--- src/rtl/axi_burst_addr_gen_pkg.sv ---
// Shared types for the AXI burst address generator: burst encodings, FSM states
// and the legal WRAP lengths.
package axi_burst_addr_gen_pkg;

    typedef enum logic [1:0] {
        BURST_FIXED = 2'b00,
        BURST_INCR  = 2'b01,
        BURST_WRAP  = 2'b10,
        BURST_RSVD  = 2'b11
    } burst_t;

    typedef enum logic {
        ST_IDLE  = 1'b0,
        ST_BURST = 1'b1
    } state_t;

    localparam logic [7:0] WRAP_LEN_2  = 8'd1;
    localparam logic [7:0] WRAP_LEN_4  = 8'd3;
    localparam logic [7:0] WRAP_LEN_8  = 8'd7;
    localparam logic [7:0] WRAP_LEN_16 = 8'd15;

    function automatic logic is_wrap_len(input logic [7:0] len);
        return (len == WRAP_LEN_2) || (len == WRAP_LEN_4) ||
               (len == WRAP_LEN_8) || (len == WRAP_LEN_16);
    endfunction

    // log2 of the beat count for a legal WRAP length
    function automatic logic [2:0] wrap_log2(input logic [7:0] len);
        logic [2:0] lg;
        case (len)
            WRAP_LEN_2: lg = 3'd1;
            WRAP_LEN_4: lg = 3'd2;
            WRAP_LEN_8: lg = 3'd3;
            default:    lg = 3'd4;
        endcase
        return lg;
    endfunction

endpackage

--- src/rtl/axi_next_addr.sv ---
// Combinational next-beat address for FIXED / INCR / WRAP bursts.
// WRAP arithmetic exists only when AXI_BURST_WRAP_EN is defined.
module axi_next_addr
    import axi_burst_addr_gen_pkg::*;
#(
    parameter int ADDR_W = 32
) (
    input  logic [ADDR_W-1:0] addr,
    input  logic [2:0]        size,
    input  logic [7:0]        len,
    input  burst_t            burst,
    output logic [ADDR_W-1:0] next_addr
);

    logic [ADDR_W-1:0] step;
    logic [ADDR_W-1:0] aligned;
    logic [ADDR_W-1:0] incr_next;

    assign step      = ADDR_W'(1) << size;
    assign aligned   = addr & ~(step - ADDR_W'(1));
    assign incr_next = aligned + step;

`ifdef AXI_BURST_WRAP_EN
    logic [ADDR_W-1:0] total;
    logic [ADDR_W-1:0] lower;
    logic [ADDR_W-1:0] wrap_next;

    // len is guaranteed legal here; illegal WRAPs are demoted to INCR upstream
    assign total     = step << wrap_log2(len);
    assign lower     = addr & ~(total - ADDR_W'(1));
    assign wrap_next = (incr_next == (lower + total)) ? lower : incr_next;
`else
    logic unused_len;
    assign unused_len = ^len;
`endif

    always_comb begin
        next_addr = incr_next;
        case (burst)
            BURST_FIXED: next_addr = addr;
`ifdef AXI_BURST_WRAP_EN
            BURST_WRAP:  next_addr = wrap_next;
`endif
            default:     next_addr = incr_next;
        endcase
    end

endmodule

--- src/rtl/axi_burst_addr_gen.sv ---
// AXI burst address generator: turns one AW/AR command into per-beat addresses.
// Optional WRAP support via AXI_BURST_WRAP_EN (undefined: WRAP runs as INCR with cmd_err).
//
// state    | meaning
// ---------+-----------------------------------------------------------
// ST_IDLE  | waiting for a command, cmd_ready high (after reset release)
// ST_BURST | presenting beats; leaves after the beat_last handshake
module axi_burst_addr_gen
    import axi_burst_addr_gen_pkg::*;
#(
    parameter int ADDR_W = 32,
    parameter int ID_W   = 4
) (
    input  logic              aclk,
    input  logic              aresetn,
    input  logic              cmd_valid,
    output logic              cmd_ready,
    input  logic [ID_W-1:0]   cmd_id,
    input  logic [ADDR_W-1:0] cmd_addr,
    input  logic [7:0]        cmd_len,
    input  logic [2:0]        cmd_size,
    input  logic [1:0]        cmd_burst,
    output logic              beat_valid,
    input  logic              beat_ready,
    output logic [ID_W-1:0]   beat_id,
    output logic [ADDR_W-1:0] beat_addr,
    output logic [7:0]        beat_idx,
    output logic              beat_last,
    output logic              cmd_err,
    output logic              busy
);

    state_t            state, state_nxt;
    burst_t            burst_eff, burst_q;
    logic              err_cmd;
    logic              cmd_hs, beat_hs, last_hit;
    logic              ready_q, err_q;
    logic [ID_W-1:0]   id_q;
    logic [ADDR_W-1:0] addr_q, addr_nxt;
    logic [7:0]        len_q, idx_q;
    logic [2:0]        size_q;

    always_comb begin
        burst_eff = BURST_INCR;
        err_cmd   = 1'b0;
        case (burst_t'(cmd_burst))
            BURST_FIXED: burst_eff = BURST_FIXED;
            BURST_INCR:  burst_eff = BURST_INCR;
            BURST_WRAP: begin
`ifdef AXI_BURST_WRAP_EN
                if (is_wrap_len(cmd_len)) begin
                    burst_eff = BURST_WRAP;
                end else begin
                    err_cmd = 1'b1;
                end
`else
                err_cmd = 1'b1;
`endif
            end
            default:     err_cmd = 1'b1;
        endcase
    end

    assign cmd_hs   = cmd_valid && ready_q;
    assign beat_hs  = (state == ST_BURST) && beat_ready;
    assign last_hit = (idx_q == len_q);

    always_ff @(posedge aclk or negedge aresetn) begin
        if (!aresetn) begin
            state <= ST_IDLE;
        end else begin
            state <= state_nxt;
        end
    end

    always_comb begin
        state_nxt = state;
        case (state)
            ST_IDLE:  if (cmd_hs) state_nxt = ST_BURST;
            ST_BURST: if (beat_hs && last_hit) state_nxt = ST_IDLE;
            default:  state_nxt = ST_IDLE;
        endcase
    end

    axi_next_addr #(
        .ADDR_W (ADDR_W)
    ) u_next_addr (
        .addr      (addr_q),
        .size      (size_q),
        .len       (len_q),
        .burst     (burst_q),
        .next_addr (addr_nxt)
    );

    // cmd_ready is registered so it stays low through reset and rises on the first edge after
    always_ff @(posedge aclk or negedge aresetn) begin
        if (!aresetn) begin
            ready_q <= 1'b0;
            err_q   <= 1'b0;
            id_q    <= '0;
            addr_q  <= '0;
            len_q   <= '0;
            idx_q   <= '0;
            size_q  <= '0;
            burst_q <= BURST_INCR;
        end else begin
            ready_q <= (state_nxt == ST_IDLE);
            err_q   <= cmd_hs && err_cmd;
            if (cmd_hs) begin
                id_q    <= cmd_id;
                addr_q  <= cmd_addr;
                len_q   <= cmd_len;
                idx_q   <= '0;
                size_q  <= cmd_size;
                burst_q <= burst_eff;
            end else if (beat_hs && !last_hit) begin
                addr_q <= addr_nxt;
                idx_q  <= idx_q + 8'd1;
            end
        end
    end

    assign cmd_ready  = ready_q;
    assign busy       = (state == ST_BURST);
    assign beat_valid = (state == ST_BURST);
    assign beat_last  = (state == ST_BURST) && last_hit;
    assign beat_id    = id_q;
    assign beat_addr  = addr_q;
    assign beat_idx   = idx_q;
    assign cmd_err    = err_q;

endmodule
--- config.mk ---
export PLATFORM = sky130hd
export DESIGN_NAME = axi_burst_addr_gen
export DESIGN_NICKNAME = d
export VERILOG_FILES = /design/src/rtl/axi_burst_addr_gen_pkg.sv /design/src/rtl/axi_next_addr.sv /design/src/rtl/axi_burst_addr_gen.sv
export SDC_FILE = /design/constraint.sdc
export NUM_CORES = 1
export LEC_CHECK = 0
export ABC_AREA = 1
export BUFFER_PORTS_ARGS = -buffer_cell sky130_fd_sc_hd__buf_4
export CORE_ASPECT_RATIO = 0.9
export CORE_MARGIN = 1.5
export CORE_UTILIZATION = 50
export CTS_CLUSTER_DIAMETER = 80
export CTS_CLUSTER_SIZE = 25
export DETAILED_ROUTE_END_ITERATION = 12
export GPL_TIMING_DRIVEN = 0
export PLACE_DENSITY = 0.78
export SLEW_MARGIN = 40
export SYNTH_ARGS = -nofsm -noshare
export SYNTH_HDL_FRONTEND = slang
export SYNTH_SLANG_ARGS = --single-unit
--- constraint.sdc ---
create_clock -name aclk -period 2.3 [get_ports aclk]
set_input_delay 0.46 -clock aclk [delete_from_list [all_inputs] [get_ports aclk]]
set_output_delay 0.46 -clock aclk [all_outputs]
set_load 0.03 [all_outputs]
== After elaboration in Yosys (flattened, before gate mapping) ==
Cells that the tools add are included.
Storage, ports and cells
  flip-flop bits (word level): 60
  output and inout port bits: 49
  input port bits: 53
  word-level logic and storage cells: 42
Operators by class
  eq/ne operators: 3
  shifts and indexed selects: 1
  bitwise gates (word level): 4
  add/sub/neg operators: 3
  reductions and logical operators: 12
  multiplexer cells: 10
Operators with widths (number)
  2-to-1 mux 32 bit: 3
  adder 32 bit: 1
  AND 32 bit: 1
  inverter 32 bit: 1
  left shift 1 x 3 -> 32 bit (first input constant): 1
  subtractor 32 x 1 -> 32 bit (second input constant): 1
  2-to-1 mux 8 bit: 2
  adder 8 x 1 -> 8 bit (second input constant): 1
  == test 8 bit: 1
  logical AND 1 bit: 6
  logical NOT 2 bit: 2
  2-to-1 mux 1 bit: 4
  == test 2 x 1 -> 1 bit (second input constant): 1
  inequality test 2 bit (second input constant): 1
  inverter 1 bit: 2
  one-hot mux 1 bit (2 select lines): 1
  AND reduction 2 bit: 1
  nonzero test 2 bit: 1
  OR reduction 2 bit: 1
  logical NOT 1 bit: 1

== Longest topological paths before layout ==
Gate-level depths: netlist of run 1.
  word-level depth: 8
  gate-level depth with buffers: 18
  depth with buffers taken out: 18

== Hierarchy ==
Synthesis of run 1 repeated with hierarchy kept, for this count alone.
Second synthesis, totals
  cells, all modules: 773
  area, all modules: 4734.5 um^2
Modules (own cells, without submodules)
  axi_burst_addr_gen: seq. area each 1477.7 um^2, cells an instance 414, area each 3014.1 um^2, times used 1
  axi_next_addr: seq. area each 0.0 um^2, cells an instance 359, area each 1720.4 um^2, times used 1

== Worst setup path after synthesis of run 1 ==
No wires, ideal clock.
  kind: reg2reg
  start: register size_q[1]
  end: register addr_q[29], in the netlist beat_addr[29]
  slack: -0.112 ns
  buffers on the path: 0
  arrival time: 2.291 ns
  required time: 2.179 ns
  setup time: 0.121 ns
  clock period less this slack: 2.412 ns
  cell stages (with the launch flop): 19
  cells stage by stage: dfrtp_1 > nand2_4 > nor2_1 > inv_1 > ha_1 > nand2_1 > inv_1 > ha_1 > inv_1 > nor2_4 > nand2_1 > nor2_1 > nand2_1 > nand2_1 > nand2_1 > nand2_1 > nand3_1 > nand2_1 > o21ai_1
Between the ends
  word-level cells in the longest chain between the ends: 8
RTL lines
  start: declaration: RTL line axi_burst_addr_gen.sv:41  | logic [2:0] size_q;
  start signal: assignment: RTL line axi_burst_addr_gen.sv:114  | size_q <= cmd_size;
  left shift 1 x 3 -> 32 bit (*): RTL line axi_next_addr.sv:19  | assign step = ADDR_W'(1) << size;
  subtractor 32 x 1 -> 32 bit: RTL line axi_next_addr.sv:20  | assign aligned = addr & ~(step - ADDR_W'(1));
  inverter 32 bit: RTL line axi_next_addr.sv:20
  AND 32 bit: RTL line axi_next_addr.sv:20
  adder 32 bit (*): RTL line axi_next_addr.sv:21  | assign incr_next = aligned + step;
  2-to-1 mux 32 bit (*): RTL line axi_next_addr.sv:39  | case (burst)
  2-to-1 mux 32 bit (*): RTL line axi_burst_addr_gen.sv:116  | end else if (beat_hs && !last_hit) begin
  2-to-1 mux 32 bit (*): RTL line axi_burst_addr_gen.sv:109  | if (cmd_hs) begin
  end signal: assignment: RTL line axi_burst_addr_gen.sv:111  | addr_q <= cmd_addr;
  end signal: assignment: RTL line axi_burst_addr_gen.sv:117  | addr_q <= addr_nxt;
  end: declaration: RTL line axi_burst_addr_gen.sv:39  | logic [ADDR_W-1:0] addr_q, addr_nxt;
Every way passes the cells marked *; elsewhere a longest branch is shown, timed or not. The select of a mux whose other input is x is not followed.
A chain may end at the register's enable or synchronous reset.

== Worst setup path after layout of run 1 ==
  start: register size_q[1]
  end: register addr_q[30], in the netlist beat_addr[30]
Same word-level chain as after synthesis.

==> impl_results.md, run 1 <==
- Met3 wire length: about 1.4 mm
- PwrDens: approximately 1300 nW/um^2
- Share of cells above drive strength 1: between 30% and 40%
- WP buf/inv: 1
- Ys async rst share: 100%
- Synth cell types: 46
- Routed met2 length: 6.89 mm
- Internal: 0.00381 W
- VDD IR max: between 0.0008 and 0.0009 V
- Largest net degree at the start of global routing: 60
- CTS buffer count: 9
- CTS Buffer Depth: 2
- Final nets: about 850
- DRT iter0 DRCs: approximately 360
- Final setup vio count: 21
- Vias in the first global route: about 4.8k
- Max Cap Viol: 0
- Max stage delay cell, worst path: dfrtp_2
- Final hold violations: 0
- CP Data Required Time: between 2000 and 3000 ps
- Slowest stage delay, CP: roughly 480 ps
- Crit end category: register
- Clock Power Share: between 10% and 20%
- Flop pwr share: between 20% and 30%
- N_diodes: 0
- Pleak: approximately 3.1 nW
- Detailed-route wire length per cell: approximately 16 um
- Initial Utilization: between 50 and 60%
- Final WL: between 10 and 15 mm
- Depth of the CTS H-tree: 3
- Post-Synthesis Cells: 650
- Comb power frac: between 60% and 70%
- Syn nets: 709
- Kind of critical path: reg2reg
- Detail Placement HPWL: approximately 10 mm
- Worst-Margin Slew: 665 ps
- #FFs+latches synth: 59
- Total number of vias: roughly 5.0k
- Mapped Area: 4410 um^2
- Placed Area: approximately 5300 um^2
- CP Max Fanout: 5
- # port buffers: 101
- CTS Sinks: between 50 and 60
- Ys Warns: 0
- Final instance area: a little over 6000 um^2
- Row count: 32
- Clock Latency Late Sink: ~360 ps
- Delay-heaviest family, CP: simple AND/OR/NAND/NOR gates
- Status: finished with violations
- Final slew viol count: 0
- Final WS setup: -107 ps
- CTS tree: built
- Filler instances: between 700 and 800
- Ys flop type: dfrtp_1
- DRC viols: 0
- Setup TNS: -1190 ps
- RSZ-0062 raised after global routing: true
- Die ar.: roughly 9400 um^2
- First-pass GRT wire length: 23.4 mm
- Drt pass-1 iters: 5
- Switching power total: slightly above 0.004 W
- Gr usage total: between 30% and 40%
- Clock-pin transition on the worst setup and hold timing paths: 80 ps
- CTS Hold Bufs: 0
- Seq/Total Area, Yosys: 33.5%
- Post-route clock period utilization: 105%
- Core area: 8570 um^2
- Routability Congestion: slightly below 1
- Most frequent CP cell: nand2_1
- FMAX: about 420 MHz
- Clk root buf: clkbuf_8
- Die Wd: slightly above 100 um
- Hold WC Path Type: in2async
- Initial antenna violation count: 0
- Antenna viol nets, final: 0
- Startpoint Class: register
- Grt ovf: 0
- Die height: ~92 um
- Fin crit period: around 2400 ps
- Failing checks: setup timing
- Worst EP arrival: 2650 ps
- Critical Path, Cell by Cell: inv_1 -> nand3_2 -> ha_4 -> nand2_1 -> nor2_4 -> nor2_1 -> o21ai_4 -> nand2_2 -> nand2_2 -> nand2_2 -> nand2_4 -> nand2_1 -> nand2_1 -> nand3_1 -> nand2_1 -> nand2_1
- Syn avg cell area: 6.79 um^2
- Routed vias/inst: between 5 and 6
- DRT met1 WL: between 6 and 7 mm
- CP Depth: 16
- Sw frac: between 50% and 60%
- I/O pin cnt: 102
- Worst Skew: 11.6 ps
- Layout Utilization: between 70% and 80%
- Max layer used: met4
- Worst hold margin: slightly above 70 ps
- Reg2Reg Depth: 16
- P&R area growth vs syn: 37.4%
- Post-synth EDFFs: 0
- Slew Limit Headroom: about 55%
-- what timing repair did --
action / in CTS / in global routing
pin swaps: 34 / 29
setup buffers: 16 / 10
endpoints found under the setup margin: 30 / 30
gates resized for setup: 44 / 46
-- worst paths after layout --
kind,from,endpoint,slack (ps)
min in group aclk,cmd_id[1],beat_id[1]$_DFFE_PN0P_,290
max in group asynchronous,aresetn,beat_idx[4]$_DFFE_PN0P_,1760
hold / removal,aresetn,beat_addr[3]$_DFFE_PN0P_,70
hold reg to reg,beat_id[1]$_DFFE_PN0P_,beat_id[1]$_DFFE_PN0P_,500
setup / recovery,size_q[1]$_DFFE_PN0P_,beat_addr[30]$_DFFE_PN0P_,-110
setup reg to reg,size_q[1]$_DFFE_PN0P_,beat_addr[30]$_DFFE_PN0P_,-110
-- layout make-up --
class	instances	area (um^2)	area share (%)
Buffer	19	115	1.90
Clock inverter	5	62.6	1.03
Sequential cell	59	1480	24.4
Timing Repair Buffer	127	988	16.3
Inverter	66	255	4.21
Clock buffer	11	131	2.17
Multi-Input combinational cell	506	2880	47.5
Tap cell	119	149	2.46
-- cells in the mapped netlist, types with 3 or more instances --
master,n,area share (%)
nand2_4,7,1.8
a21oi_1,9,1.0
nand4_1,12,1.7
nor2_1,83,7.1
nand3_1,53,6.0
clkbuf_8,3,0.94
xnor2_1,8,1.6
nand2_1,219,19
buf_2,5,0.57
o21ai_0,24,2.7
dfrtp_1,58,33
xor2_1,10,2.0
nand2_2,10,1.4
clkbuf_1,9,0.77
nor4_1,7,0.99
nor3_1,10,1.1
o21bai_1,3,0.51
nor2_2,4,0.57
inv_2,6,0.51
ha_1,6,1.7
o211ai_1,4,0.68
inv_1,59,5.0
o21ai_1,9,1.0
-- state kept, by name, indices dropped and copies added, names as in the netlist --
signal / cells
cmd_ready: 1
beat_addr: 32
size_q: 3
len_q: 8
beat_id: 4
cmd_err: 1
burst_q: 1
beat_idx: 8
beat_valid: 1
-- kinds of logic (layout without fill, tap and decap cells) --
| kind of cell | Yosys count | in the layout | synth area share [%] |
|---|---|---|---|
| AOI/OAI and AO/OA | 61 | 61 | 8.93 |
| xor gates and xnor gates | 18 | 18 | 3.57 |
| adders and majority gates | 6 | 6 | 1.70 |
| buffers and inverters | 85 | 228 | 8.34 |
| DFF | 59 | 59 | 33.5 |
| muxes | 1 | 1 | 0.510 |
| and+or+nand+nor | 420 | 420 | 43.4 |
-- worst reg2reg max path: cells and delay by family (launching register included) --
family,cells,cell delay [ps]
simple gates,13,1140
flops,1,480
fa+ha+maj,1,310
compound gates,1,250
buf+inv,1,110
-- per-stage QoR --
stage / setup WS, ps / instances / total power, W
final: -107 / 912 / 0.00793
after global routing: -244 / 912 / 0.00843
after CTS: -160 / 902 / 0.00760
after detailed placement: -426 / 870 / 0.00621
after global placement: -382 / 870 / 0.00610
after floorplan: 17.1 / 650 / 0.00483
-- layer usage --
layer | vias up | track usage, %
li1 | 2361 | -
met1 | 2340 | 44.0
met2 | 260 | 49.8
met3 | 34 | 7.47
met4 | 0 | 10.7
met5 | - | 0
-- cells in the final DEF, fill, tap and decap left out, drive strengths merged, types with 10 or more instances in the layout --
cell type and instances:
a21oi 12, buf 133, clkbuf 24, dfrtp 58
inv 66, nand2 236, nand3 57, nand4 14
nor2 89, nor3 12, o21ai 37, xor2 10
-- power by group through the flow --
stage	combinational, W	clock, W	sequential (W)
2_1_floorplan	0.00222	0	0.00262
3_3_place_gp	0.00402	0	0.00208
3_5_place_dp	0.00412	0	0.00209
4_1_cts	0.00451	0.00101	0.00209
5_1_grt	0.00520	0.00105	0.00218
6_report	0.00482	0.000990	0.00212
Power figures use the tool's default switching activity.
==> run 2: changes to the inputs <==
--- a/config.mk
+++ b/config.mk
@@ -14,7 +14,7 @@
 export CTS_CLUSTER_SIZE = 25
 export DETAILED_ROUTE_END_ITERATION = 12
 export GPL_TIMING_DRIVEN = 0
-export PLACE_DENSITY = 0.78
+export PLACE_DENSITY = 0.75
 export SLEW_MARGIN = 40
 export SYNTH_ARGS = -nofsm -noshare
 export SYNTH_HDL_FRONTEND = slang
==> impl_results.md, run 2 (synthesis gave the netlist of run 1 again) <==
- Detail Placement HPWL: 10.2 mm (-1.2%)
- Slowest stage delay, CP: 410 ps (-70 ps)
- DRT iter0 DRCs: 377 (+5.9%)
- Gr usage total: 31.8% (-0.40 points)
- Crit end category: register
- Die height: 92.1 um (unchanged)
- N_diodes: 0 (unchanged)
- Worst Skew: 11.1 ps (-0.449 ps)
- Kind of critical path: reg2reg
- Slew Limit Headroom: 59.6% (+4.4 points)
- Commonest non-fill, non-tap cell in the layout: nand2_1
- Routability Congestion: 1.03 (+4.1%)
- First-pass GRT wire length: 22.9 mm (-1.9%)
- CP Data Required Time: 2520 ps (-20 ps)
- Final hold violations: 0 (unchanged)
- CTS Buffer Depth: 2 (unchanged)
- Largest net degree at the start of global routing: 60 (unchanged)
- VDD IR max: 0.000903 V (+8.7%)
- Post-route clock period utilization: 105% (+0.28 points)
- RSZ-0062 raised after global routing: true
- Grt ovf: 0 (unchanged)
- Setup TNS: -670 ps (+518 ps)
- Die Wd: 102 um (unchanged)
- Routed vias/inst: 5.35 (-2.3%)
- Startpoint Class: register
- Clk root buf: clkbuf_8
- Worst hold margin: 89.6 ps (+16.9 ps)
- Share of cells above drive strength 1: 27.9% (-4.8 points)
- WP buf/inv: 2 (+1)
- Worst EP arrival: 2640 ps (about the same)
- DRC viols: 0 (unchanged)
- CTS Hold Bufs: 0 (unchanged)
- Detailed-route wire length per cell: 15.6 um (-3.7%)
- Total number of vias: 4844 (-3.0%)
- CTS tree: built
- Antenna viol nets, final: 0 (unchanged)
- Clock-pin transition on the worst setup and hold timing paths: 70 ps (about the same)
- Depth of the CTS H-tree: 3 (unchanged)
- Final WS setup: -113 ps (-6.54 ps)
- CTS Sinks: 59 (unchanged)
- Die ar.: 9400 um^2 (unchanged)
- Initial antenna violation count: 0 (unchanged)
- Final setup vio count: 17 (-19%)
- Final nets: 840 (-0.83%)
- Most frequent CP cell: nand2_1
- Row count: 32 (unchanged)
- Max Cap Viol: 0 (unchanged)
- Initial Utilization: 51.5% (unchanged)
- Flip-flop count of the largest register after layout: 32 (unchanged)
- Pwr Total: 0.00747 W (-5.9%)
- Failing checks: setup timing
- Critical Path, Cell by Cell: inv_4 -> nand3_2 -> ha_4 -> nand2_1 -> nor2_2 -> a21oi_1 -> nand2_2 -> nand2_1 -> nand2_1 -> nand2_1 -> nand2_2 -> buf_4 -> xor2_1 -> o21ai_1 -> nand2_1
- CTS buffer count: 9 (unchanged)
- Final WL: 14.1 mm (-4.5%)
- Final slew viol count: 0 (unchanged)
- Pleak: 2.98 nW (-2.5%)
- # port buffers: 101 (unchanged)
- PwrDens: 1290 nW/um^2 (-1.4%)
- Fin crit period: 2410 ps (+6.54 ps)
- FMAX: 414 MHz (-0.27%)
- Most frequent cells in the layout: nand2_1, buf_4, nor2_1
- I/O pin cnt: 102 (unchanged)
- Vias in the first global route: 4645 (-2.3%)
- Status: finished with violations
- CP Max Fanout: 10 (+5)
- Core area: 8570 um^2 (unchanged)
- P&R area growth vs syn: 31.1%
- Max stage delay cell, worst path: dfrtp_1
- Hold WC Path Type: in2async
- Clock Latency Late Sink: 340 ps (-20 ps)
- Delay-heaviest family, CP: simple AND/OR/NAND/NOR gates
- Drt pass-1 iters: 5 (unchanged)
- Worst-Margin Slew: 605 ps (-59.6 ps)
[run 2: worst paths after layout]
path / from / to / slack (ps) / cells past startpoint
min in group aclk: cmd_len[3] / len_q[3]$_DFFE_PN0P_ / 310 / 3
worst max-delay path: size_q[2]$_DFFE_PN0P_ / beat_addr[13]$_DFFE_PN0P_ / -110 / 15
worst max register to register: size_q[2]$_DFFE_PN0P_ / beat_addr[13]$_DFFE_PN0P_ / -110 / 15
worst min-delay path: aresetn / size_q[1]$_DFFE_PN0P_ / 90 / 1
max in group asynchronous: aresetn / beat_addr[31]$_DFFE_PN0P_ / 1810 / 1
worst min register to register: beat_id[1]$_DFFE_PN0P_ / beat_id[1]$_DFFE_PN0P_ / 500 / 2
[run 2: routing by layer]
metal	wire length [um]	share of wire, %	track usage [%]	up-vias
li1	-	-	-	2336
met1	6030	43	42.9	2258
met2	6590	47	49.8	227
met3	1210	8.6	8.38	23
met4	261	1.9	9.02	0
met5	0	0	0	-
[run 2: timing repair]
| action | in CTS | in global routing |
|---|---|---|
| setup buffers | 13 | 6 |
| gates resized for setup | 23 | 15 |
| endpoints found under the setup margin | 27 | 30 |
| gates cloned | 0 | 0 |
| hold endpoints to repair | 0 | 0 |
| pin swaps | 10 | 16 |
[run 2: layout make-up]
class                      count  area [um^2]
buffer                        19          126
clock buffer                  14          163
clock inverter                 2         12.5
fill                         807         2790
inverter                      66          253
multi-input combinational    506         2700
sequential                    59         1480
tap                          119          149
timing repair buffer         120          905
[run 2: per-stage QoR]
| step | cells | utilization (%) | instance area (um^2) | setup WS (ps) |
|---|---|---|---|---|
| 6_report | 905 | 67.5 | 5780 | -113 |
| 5_1_grt | 905 | 67.5 | 5780 | -265 |
| 4_1_cts | 899 | 66.2 | 5670 | -108 |
| 3_5_place_dp | 870 | 62.1 | 5320 | -369 |
| 3_3_place_gp | 870 | 62.1 | 5320 | -311 |
| 2_1_floorplan | 650 | - | 4410 | 17.1 |
[run 2: report_power, final]
part	leakage [nW]	internal [W]	switching [W]
Clock	0.0867	0.000450	0.000433
Sequential	0.751	0.00150	0.000610
Combinational	2.14	0.00167	0.00281
Total	2.98	0.00361	0.00385
